[src/rtl/aes_key_schedule.sv]
// aes_key_schedule: iterative AES-128/192/256 key expansion, one schedule word per clock,
// round keys handed out over a valid/ready port, round 0 first.
`timescale 1ns/1ps
module aes_sbox (
  input  logic [7:0] a_i,
  output logic [7:0] s_o
);
  function automatic logic [7:0] gmul(input logic [7:0] a, input logic [7:0] b);
    logic [7:0] p, x;
    p = '0;
    x = a;
    for (int k = 0; k < 8; k++) begin
      p = b[k] ? p ^ x : p;
      x = {x[6:0], 1'b0} ^ (x[7] ? 8'h1b : 8'h00);
    end
    return p;
  endfunction
  logic [7:0] t, inv;
  // GF(2^8) inverse as x^254 followed by the affine map
  always_comb begin
    t = a_i;
    inv = 8'h01;
    for (int k = 1; k < 8; k++) begin
      t = gmul(t, t);
      inv = gmul(inv, t);
    end
    s_o = inv ^ {inv[6:0], inv[7]} ^ {inv[5:0], inv[7:6]} ^ {inv[4:0], inv[7:5]}
        ^ {inv[3:0], inv[7:4]} ^ 8'h63;
  end
endmodule

module aes_key_schedule #(
  parameter int MAX_KEY_BITS = 256
) (
  input  logic         clk_i,
  input  logic         rst_ni,
  input  logic         start_i,
  input  logic [1:0]   key_size_i,
  input  logic [255:0] key_in_i,
  input  logic         rk_ready_i,
  output logic         rk_valid_o,
  output logic [127:0] rk_data_o,
  output logic [3:0]   rk_index_o,
  output logic         busy_o,
  output logic         done_o,
  output logic         err_o
);
  localparam logic [9:0] MAX_BITS = 10'(MAX_KEY_BITS);
  typedef enum logic {IDLE, GEN} state_t;
  state_t state_q, state_d;
  logic [1:0] ks_q;
  logic [255:0] key_q, key_sh;
  logic [5:0] i_q, tw;
  logic [2:0] j_q, j_d, back;
  logic [7:0] rcon_q;
  logic [7:0][31:0] win_q;
  logic rk_valid_q, err_q;
  logic [127:0] rk_data_q;
  logic [3:0] rk_index_q;
  logic [9:0] size_bits;
  logic bad, accept, stall, gen, last_hs, rot_step;
  logic [31:0] prev, sub_in, sub_out, temp, w_new;
  assign size_bits = 10'd128 + {2'b00, key_size_i, 6'd0};
  assign bad = key_size_i == 2'd3 || size_bits > MAX_BITS;
  assign accept = state_q == IDLE && start_i && !bad;
  assign back = ks_q == 2'd0 ? 3'd3 : ks_q == 2'd1 ? 3'd5 : 3'd7;
  assign tw = ks_q == 2'd0 ? 6'd44 : ks_q == 2'd1 ? 6'd52 : 6'd60;
  assign stall = rk_valid_q && !rk_ready_i;
  assign gen = state_q == GEN && i_q < tw && !stall;
  assign last_hs = state_q == GEN && i_q == tw && rk_valid_q && rk_ready_i;
  assign j_d = j_q == back ? 3'd0 : j_q + 3'd1;
  assign key_sh = key_q << {i_q[2:0], 5'd0};
  assign rot_step = j_q == 3'd0;
  assign prev = win_q[0];
  assign sub_in = rot_step ? {prev[23:0], prev[31:24]} : prev;
  for (genvar g = 0; g < 4; g++) begin : g_sbox
    aes_sbox u_sbox (.a_i(sub_in[8*g +: 8]), .s_o(sub_out[8*g +: 8]));
  end
  assign temp = rot_step ? sub_out ^ {rcon_q, 24'h0} : (ks_q == 2'd2 && j_q == 3'd4) ? sub_out : prev;
  assign w_new = i_q <= {3'd0, back} ? key_sh[255:224] : win_q[back] ^ temp;
  always_ff @(posedge clk_i) begin
    if (!rst_ni) state_q <= IDLE;
    else state_q <= state_d;
  end
  always_comb begin
    state_d = state_q;
    if (state_q == IDLE) state_d = accept ? GEN : IDLE;
    else if (last_hs) state_d = IDLE;
  end
  always_comb begin
    busy_o = state_q == GEN;
    done_o = last_hs;
  end
  always_ff @(posedge clk_i) begin
    if (!rst_ni) begin
      ks_q <= '0;
      key_q <= '0;
      i_q <= '0;
      j_q <= '0;
      rcon_q <= '0;
      win_q <= '0;
      rk_valid_q <= 1'b0;
      rk_data_q <= '0;
      rk_index_q <= '0;
      err_q <= 1'b0;
    end else begin
      err_q <= state_q == IDLE && start_i && bad;
      if (accept) begin
        key_q <= key_in_i;
        ks_q <= key_size_i;
        i_q <= '0;
        j_q <= '0;
        rcon_q <= 8'h01;
      end else if (gen) begin
        i_q <= i_q + 6'd1;
        j_q <= j_d;
        win_q <= {win_q[6:0], w_new};
        if (i_q > {3'd0, back} && rot_step) rcon_q <= {rcon_q[6:0], 1'b0} ^ (rcon_q[7] ? 8'h1b : 8'h00);
      end
      if (gen && i_q[1:0] == 2'd3) begin
        rk_valid_q <= 1'b1;
        rk_data_q <= {win_q[2], win_q[1], win_q[0], w_new};
        rk_index_q <= i_q[5:2];
      end else if (rk_ready_i) rk_valid_q <= 1'b0;
    end
  end
  assign rk_valid_o = rk_valid_q;
  assign rk_data_o = rk_data_q;
  assign rk_index_o = rk_index_q;
  assign err_o = err_q;
endmodule

[config.mk]
export PLATFORM = sky130hd
export DESIGN_NAME = aes_key_schedule
export DESIGN_NICKNAME = d
export VERILOG_FILES = /design/src/rtl/aes_key_schedule.sv
export SDC_FILE = /design/constraint.sdc
export NUM_CORES = 2
export LEC_CHECK = 0
export BUFFER_PORTS_ARGS = -buffer_cell sky130_fd_sc_hd__buf_2
export CAP_MARGIN = 15
export CORE_MARGIN = 5
export CORE_UTILIZATION = 55
export DETAILED_ROUTE_END_ITERATION = 16
export PLACE_DENSITY = 0.7
export SLEW_MARGIN = 20
export SYNTH_ARGS = -nofsm -noshare
export SYNTH_HDL_FRONTEND = slang
export SYNTH_SLANG_ARGS = --single-unit
[constraint.sdc]
create_clock -name clk_i -period 21.2 [get_ports clk_i]
set_input_delay 4.24 -clock clk_i [delete_from_list [all_inputs] [get_ports clk_i]]
set_output_delay 4.24 -clock clk_i [all_outputs]
set_load 0.03 [all_outputs]
* Word-level counts from Yosys, hierarchy flattened
Index checks and enable logic that the tools add are counted.
** Word-level totals
- Output and inout port bits :: 136
- Register bits after elaboration :: 666
** Operators by class
- Bitwise gates (word level) :: 782
- Add/subtract/negate cells :: 3
- Shift-type cells :: 1
- Magnitude comparators :: 5
- Reductions and logical operators :: 25
- Equality and inequality tests :: 7
- Mux-type cells :: 832
** Operators by type and width (count)
- XOR 8 bit :: 740
- two-way mux 8 bit :: 420
- two-way mux 5 bit :: 370
- left shift 256 x 8 -> 256 bit :: 1
- two-way mux 32 bit :: 5
- binary-select mux 32 bit (select 3 bit) :: 1
- XOR 32 bit :: 2
- XOR 8 x 5 -> 8 bit :: 5
- two-way mux 7 bit :: 4
- inverter 1 bit (first input constant) :: 28
- two-way mux 6 bit :: 4
- two-way mux 4 bit :: 5
- two-way mux 3 bit :: 6
- inverter 4 bit :: 4
- logical AND 1 bit :: 12
- two-way mux 1 bit :: 12
- two-way mux 2 bit :: 5
- adder 8 x 8 -> 9 bit (first input constant) :: 1
- > comparator 9 bit (second input constant) :: 1
- adder 6 x 1 -> 6 bit (second input constant) :: 1
- == test 2 bit (second input constant) :: 3
- == test 6 bit :: 1
- > comparator 6 x 3 -> 1 bit :: 1
- less-or-equal comparator 6 x 3 -> 1 bit :: 1
- other kinds (14) :: 22

* Logic depth before layout (Yosys ltp)
- Word-level depth :: 138
- Gate-level depth with buffers :: 83

* By module
Synthesis repeated with hierarchy kept, for this count alone.
** Second synthesis, totals
- Cells, all modules :: 11652
- Area total of the unflattened synthesis :: 90336.6 µm²
** Modules (own cells, without submodules)
- aes_sbox (g_sbox[1].u_sbox ...) :: cells an instance 2089, times used 3, area an instance 15610.0 µm²
- aes_key_schedule :: cells an instance 3436, times used 1, area an instance 29110.4 µm²
- aes_sbox (g_sbox[0].u_sbox) :: cells an instance 1949, times used 1, area an instance 14396.3 µm²

* Worst setup path after synthesis
OpenSTA, ideal clock, no wires.
- Path type :: reg2reg
- Start point :: reg j_q[1]
- End point :: reg rk_data_q[28] (netlist: rk_data_o[28])
- Arrival time :: 17.468 ns
- Library setup time :: 0.115 ns
- Cell stages (with the launch flop) :: 81
- Data required time :: 21.085 ns
- Slack :: 3.617 ns
- Buffers on the path :: 19
- Cell sequence :: dfxtp_1 -> inv_1 -> ha_1 -> nand2b_1 -> buf_4 -> buf_12 -> buf_8 -> buf_6 -> buf_6 -> buf_6 -> mux2i_1 -> inv_1 -> ha_1 -> clkbuf_1 -> nand2_1 -> mux2i_1 -> xnor2_2 -> inv_2 -> [45 not listed] -> o221ai_2 -> xnor2_1 -> nand2_1 -> xor2_1 -> xnor3_1 -> xnor2_1 -> nor2_1 -> xor2_1 -> xnor3_2 -> xor2_2 -> xor2_1 -> xnor3_1 -> xnor3_1 -> nand2_1 -> a21o_1 -> a21oi_1 -> o31ai_1 -> and2_1
** On the way
- Cells in the longest elaborated chain, start to end :: 134
- Elaborated cells between the ends (all ways) :: 398
- Classes of those cells :: eq/ne: 1; mux: 207; bitwise: 188; reduce/logical: 2
** Ends and longest elaborated chain
- from (decl) :: line 54 : logic [2:0] j_q, j_d, back;
- from (signal assigned) :: line 116 : j_q <= j_d;
- zero test 3 bit :: line 73 : assign rot_step = j_q == 3'd0;
- two-way mux 32 bit :: line 75 : assign sub_in = rot_step ? {prev[23:0], prev[31:24]} : prev;
- two-way mux 5 bit (tied with other cells) :: line 14 : x = {x[6:0], 1'b0} ^ (x[7] ? 8'h1b : 8'h00);
- XOR 8 bit (on tied branches) :: line 14, 13
- XOR 8 bit or two-way mux 8 bit (tied branches) :: line 13 : p = b[k] ? p ^ x : p;
- two-way mux 8 bit or XOR 8 bit (tied branches) :: line 13
- XOR 8 bit or two-way mux 8 bit (tied branches) :: line 13
- two-way mux 8 bit or XOR 8 bit (tied branches) :: line 13
- [116 not listed]
- XOR 8 bit :: line 13
- two-way mux 8 bit :: line 13
- XOR 8 bit (3 in series) :: line 27 : s_o = inv ^ {inv[6:0], inv[7]} ^ {inv[5:0], inv[7:6]} ^ {inv[4:0], inv[7:5]}
- XOR 8 bit :: line 28 : ^ {inv[3:0], inv[7:4]} ^ 8'h63;
- two-way mux 32 bit or XOR 32 bit (tied branches) :: line 79 : assign temp = rot_step ? sub_out ^ {rcon_q, 24'h0} : (ks_q == 2'd2 && j_q == 3'd4) ? sub_out : prev;
- two-way mux 32 bit * :: line 79
- XOR 32 bit * :: line 80 : assign w_new = i_q <= {3'd0, back} ? key_sh[255:224] : win_q[back] ^ temp;
- two-way mux 32 bit * :: line 80
- to (signal assigned) :: line 122 : rk_data_q <= {win_q[2], win_q[1], win_q[0], w_new};
- to (decl) :: line 58 : logic [127:0] rk_data_q;
Every way passes the cells marked *; elsewhere a longest branch is shown, timed or not.
A chain may end at the register's enable or synchronous reset.

* Worst setup path in the final report
- Start point :: reg j_q[0]
- End point :: reg win_q, in the netlist prev[29]
** On the way
- Cells in the longest elaborated chain, start to end :: 135
- Elaborated cells between the ends (all ways) :: 399
- Classes of those cells :: eq/ne: 1; mux: 207; bitwise: 189; reduce/logical: 2
** Ends and longest elaborated chain
- zero test 3 bit :: line 73
- two-way mux 32 bit :: line 75
- two-way mux 5 bit (tied with other cells) :: line 14
- XOR 8 bit (on tied branches) :: line 14, 13
- XOR 8 bit or two-way mux 8 bit (tied branches) :: line 13
- two-way mux 8 bit or XOR 8 bit (tied branches) :: line 13
- XOR 8 bit or two-way mux 8 bit (tied branches) :: line 13
- two-way mux 8 bit or XOR 8 bit (tied branches) :: line 13
- [117 not listed]
- two-way mux 8 bit :: line 13
- XOR 8 bit (3 in series) :: line 27
- XOR 8 bit :: line 28
- inverter 4 bit (no source line)
- two-way mux 32 bit or XOR 32 bit (tied branches) :: line 79
- two-way mux 32 bit * :: line 79
- XOR 32 bit * :: line 80
- two-way mux 32 bit * :: line 80
- to (signal assigned) :: line 117 : win_q <= {win_q[6:0], w_new};
- to (decl) :: line 56 : logic [7:0][31:0] win_q;
Marks and branches as above.

==> flow_summary_export.csv <==
group,metric,value,unit
critical_path,path_buf_inv,5,
grt,grt_first_pass_wirelength,451,mm
finish,multi_input_comb_area,73300,um2
clocking,root_buffer,"clkbuf_16",
finish,finalNetCount,12000,
critical_path,critical_path.max_fanout,34,
timing,hold_violations_final,0,
finish,p_r_area_growth_vs_syn,6.66,%
drt,routed_via_density,6.14,
critical_path,critical_path.max_stage_delay,730,ps
critical_path,setup.worst_path.start,"j_q[0]",
finish,layout.cells.most_common_list,"nand2_1 (2089), xnor2_1 (1665), nor2_1 (1275)",
clocking,ctsHtreeMaxLevel,2,
flow_run,max_cap_violations,0,
finish,design_area,96200,um2
finish,seq_area,13300,um2
grt,first_global_vias,80100,
drt,detailed_route_iter0_violations,9079,
place,routabilityCongestion,0.953,
clocking,cts_tree,"done",
critical_path,launch_point_of_the_worst_reg_to_reg_path,"j_q[0]",
synth,async_reset_ff_share,0,%
timing,max-slew-margin-rel,20.9,%
place,place_area,93900,um2
grt,global_route.usage.total,31.3,%
timing,post_route_fraction_of_the_period_consumed_by_the_critical_path,94.5,%
synth,yosysSeqAreaShare,14.8,%
place,detailed_place_hpwl,208,mm
floorplan,placement_rows,148,
floorplan,start_util,55.4,%
critical_path,critical-path-top-delay-family,"XOR/XNOR gates",
clocking,post_cts_buffers,0,
clocking,path_clk_slew,70,ps
timing,final.setup_skew,48.1,ps
clocking,cts.hold.buffers_added,0,
synth,ys_seq_elements,666,
timing,timing_max_transition_violations_final,0,
drt,wl,288,mm
critical_path,critical_path_required,21750,ps
timing,worst-slew-pin-transition,1180,ps
critical_path,timing.rr.end,"prev[29]",
min_path,worstHoldPathCells,2,
timing,period_needed,20040,ps
drt,remaining_design_rule_violation_count,0,
floorplan,floorplan.core_area,163000,um2
timing,setup-violations-final,0,
status,outcome,"finished clean",
min_path,worstHoldPathType,"reg2reg",
critical_path,reg2reg_setup_slack,1160,ps
finish,layout.filler_cells,15000,
critical_path,crit_path_cell_count,61,
synth,synth_flop_cell,"dfxtp_1",
synth,post_syn_instances,11800,
synth,yosysUniqueCellTypes,137,
clocking,clock-sinks,666,
grt,grt_overflow,0,
drt,first_pass_iters,7,
critical_path,timing_worst_setup_path_type,"reg2reg",
critical_path,slowest_stage,"xnor3_1",
synth,synthesis.yosys.warnings,0,
grt,largest_net_degree_at_the_start_of_global_routing,312,
synth,avgSynthCellArea,7.63,um2
critical_path,crit_arrival,20590,ps
clocking,clock_latency,660,ps
critical_path,cell_depth_of_the_worst_flop_to_flop_path,61,
floorplan,die_area,172000,um2
synth,number_of_enable_flip_flop_cells_after_synthesis,0,
synth,synthesis.area,90200,um2
grt,number_of_antenna_violations_at_the_first_check_in_global_routing,32,
clocking,cts_max_path_buffers,3,
clocking,cts_buffers,59,
floorplan,io_pins,398,
finish,final_layout_size_suffix_gt1_share,11.6,%
drt,ant_nets,0,
synth,postSynthNetCount,12100,
floorplan,die-height,415,um
floorplan,die_x,415,um
drt,detailroute.via_count,85800,
critical_path,critPathLaunchType,"flip-flop",
critical_path,critPathCaptureType,"flip-flop",
drt,drt-wirelength-per-cell,20.6,um
critical_path,worst_path_most_repeated_cell,"xnor2_1",
timing,achievable-frequency,0.0499,GHz
place,portBuffers,397,
critical_path,worstSetupEndpoint,"prev[29]",
finish,layout.cells.most_common,"nand2_1",
-- area by class of cell --
| class | instances | share of cell area [%] |
|---|---|---|
| multi-input cells | 10200 | 76.1 |
| well taps | 2175 | 2.83 |
| diodes | 19 | 0.0494 |
| clock inverters | 18 | 0.313 |
| repair buffers | 706 | 4.54 |
| clock buffers | 89 | 1.83 |
| inverters | 118 | 0.463 |
| flip-flops and latches | 666 | 13.9 |
-- sequential cells by signal, indices dropped and copies added, names as in the netlist --
register / flops
busy_o: 1
rk_data_o: 128
ks_q: 2
rk_valid_o: 1
win_q: 224
err_o: 1
j_q: 3
prev: 32
rcon_q: 8
i_q: 6
key_q: 256
rk_index_o: 4
-- Yosys cell counts (all sizes together), types with 56 or more instances --
| cell | n | area (um2) |
|---|---|---|
| nor3 | 276 | 1410 |
| and3 | 65 | 407 |
| mux2i | 331 | 3430 |
| a211oi | 118 | 916 |
| nor2 | 1295 | 4920 |
| and2 | 67 | 422 |
| buf | 259 | 1450 |
| inv | 103 | 389 |
| a22oi | 56 | 425 |
| nand2 | 2095 | 7880 |
| o22ai | 123 | 769 |
| a21oi | 520 | 2660 |
| clkbuf | 608 | 2280 |
| mux4 | 64 | 1440 |
| o21ai | 441 | 2210 |
| dfxtp | 666 | 13300 |
| xnor3 | 313 | 7070 |
| xnor2 | 1864 | 17800 |
| o211ai | 95 | 743 |
| xor2 | 473 | 4650 |
| a31oi | 93 | 603 |
| a21boi | 631 | 4740 |
| nand3 | 244 | 1240 |
| nand2b | 63 | 394 |
-- worst min path at each step --
stage | start | to
final | win_q[46] | win_q[78]
after global routing | win_q[219] | win_q[251]
after CTS | win_q[46] | win_q[78]
after detailed placement | rk_data_o[17] | rk_data_o[17]
after global placement | rk_data_o[18] | rk_data_o[18]
after floorplan | key_q[160] | key_q[160]
-- worst reg2reg max path, delay by kind of cell (launching register included) --
| kind | cells | cell delay, ps |
|---|---|---|
| AO/OA/AOI/OAI | 13 | 3870 |
| XOR/XNOR | 29 | 10500 |
| adder cells (fa/ha/maj) | 3 | 1420 |
| buffers and inverters | 5 | 1220 |
| flip-flops | 1 | 340 |
| multiplexers | 2 | 830 |
| AND/OR/NAND/NOR | 9 | 1780 |
-- timing repair --
action / CTS / global route
hold endpoints to repair: 0 / 0
resized for setup: 0 / 19
endpoints found under the setup margin: 0 / 40
-- layer usage --
| metal | vias up | part of all wire (%) | global-route usage [%] |
|---|---|---|---|
| met4 | 22 | 3.7 | 9.88 |
| met3 | 583 | 7.2 | 3.15 |
| met2 | 3659 | 47 | 52.8 |
| met1 | 41100 | 42 | 42.2 |
| li1 | 40400 | - | - |
| met5 | - | 0.064 | 0 |
-- through the flow --
stage / setup WS (ps) / hold slack (ps) / util, % / cells / setup TNS, ps
floorplan: 3620 / 440 / - / 11800 / 0
global placement: 1540 / 443 / 57.6 / 13800 / 0
detailed placement: 1090 / 452 / 57.6 / 13800 / 0
CTS: 1010 / 451 / 58.9 / 13900 / 0
global route: -11.7 / 478 / 59.1 / 14000 / -17.8
finish: 1160 / 456 / 59.1 / 14000 / 0
-- kinds of logic after synthesis --
family	count (synthesis)	share of synthesized area, %
flip-flops	666	14.8
XOR/XNOR	2679	33.5
AO/OA/AOI/OAI	2605	19.7
multiplexers	446	6.04
AND/OR/NAND/NOR	4403	20.8
adder cells (fa/ha/maj)	36	0.499
buffers and inverters	985	4.63
Power is left out: the tool's default activity adds up to more than one toggle a clock period on the data nets, which glitch-free logic cannot reach.
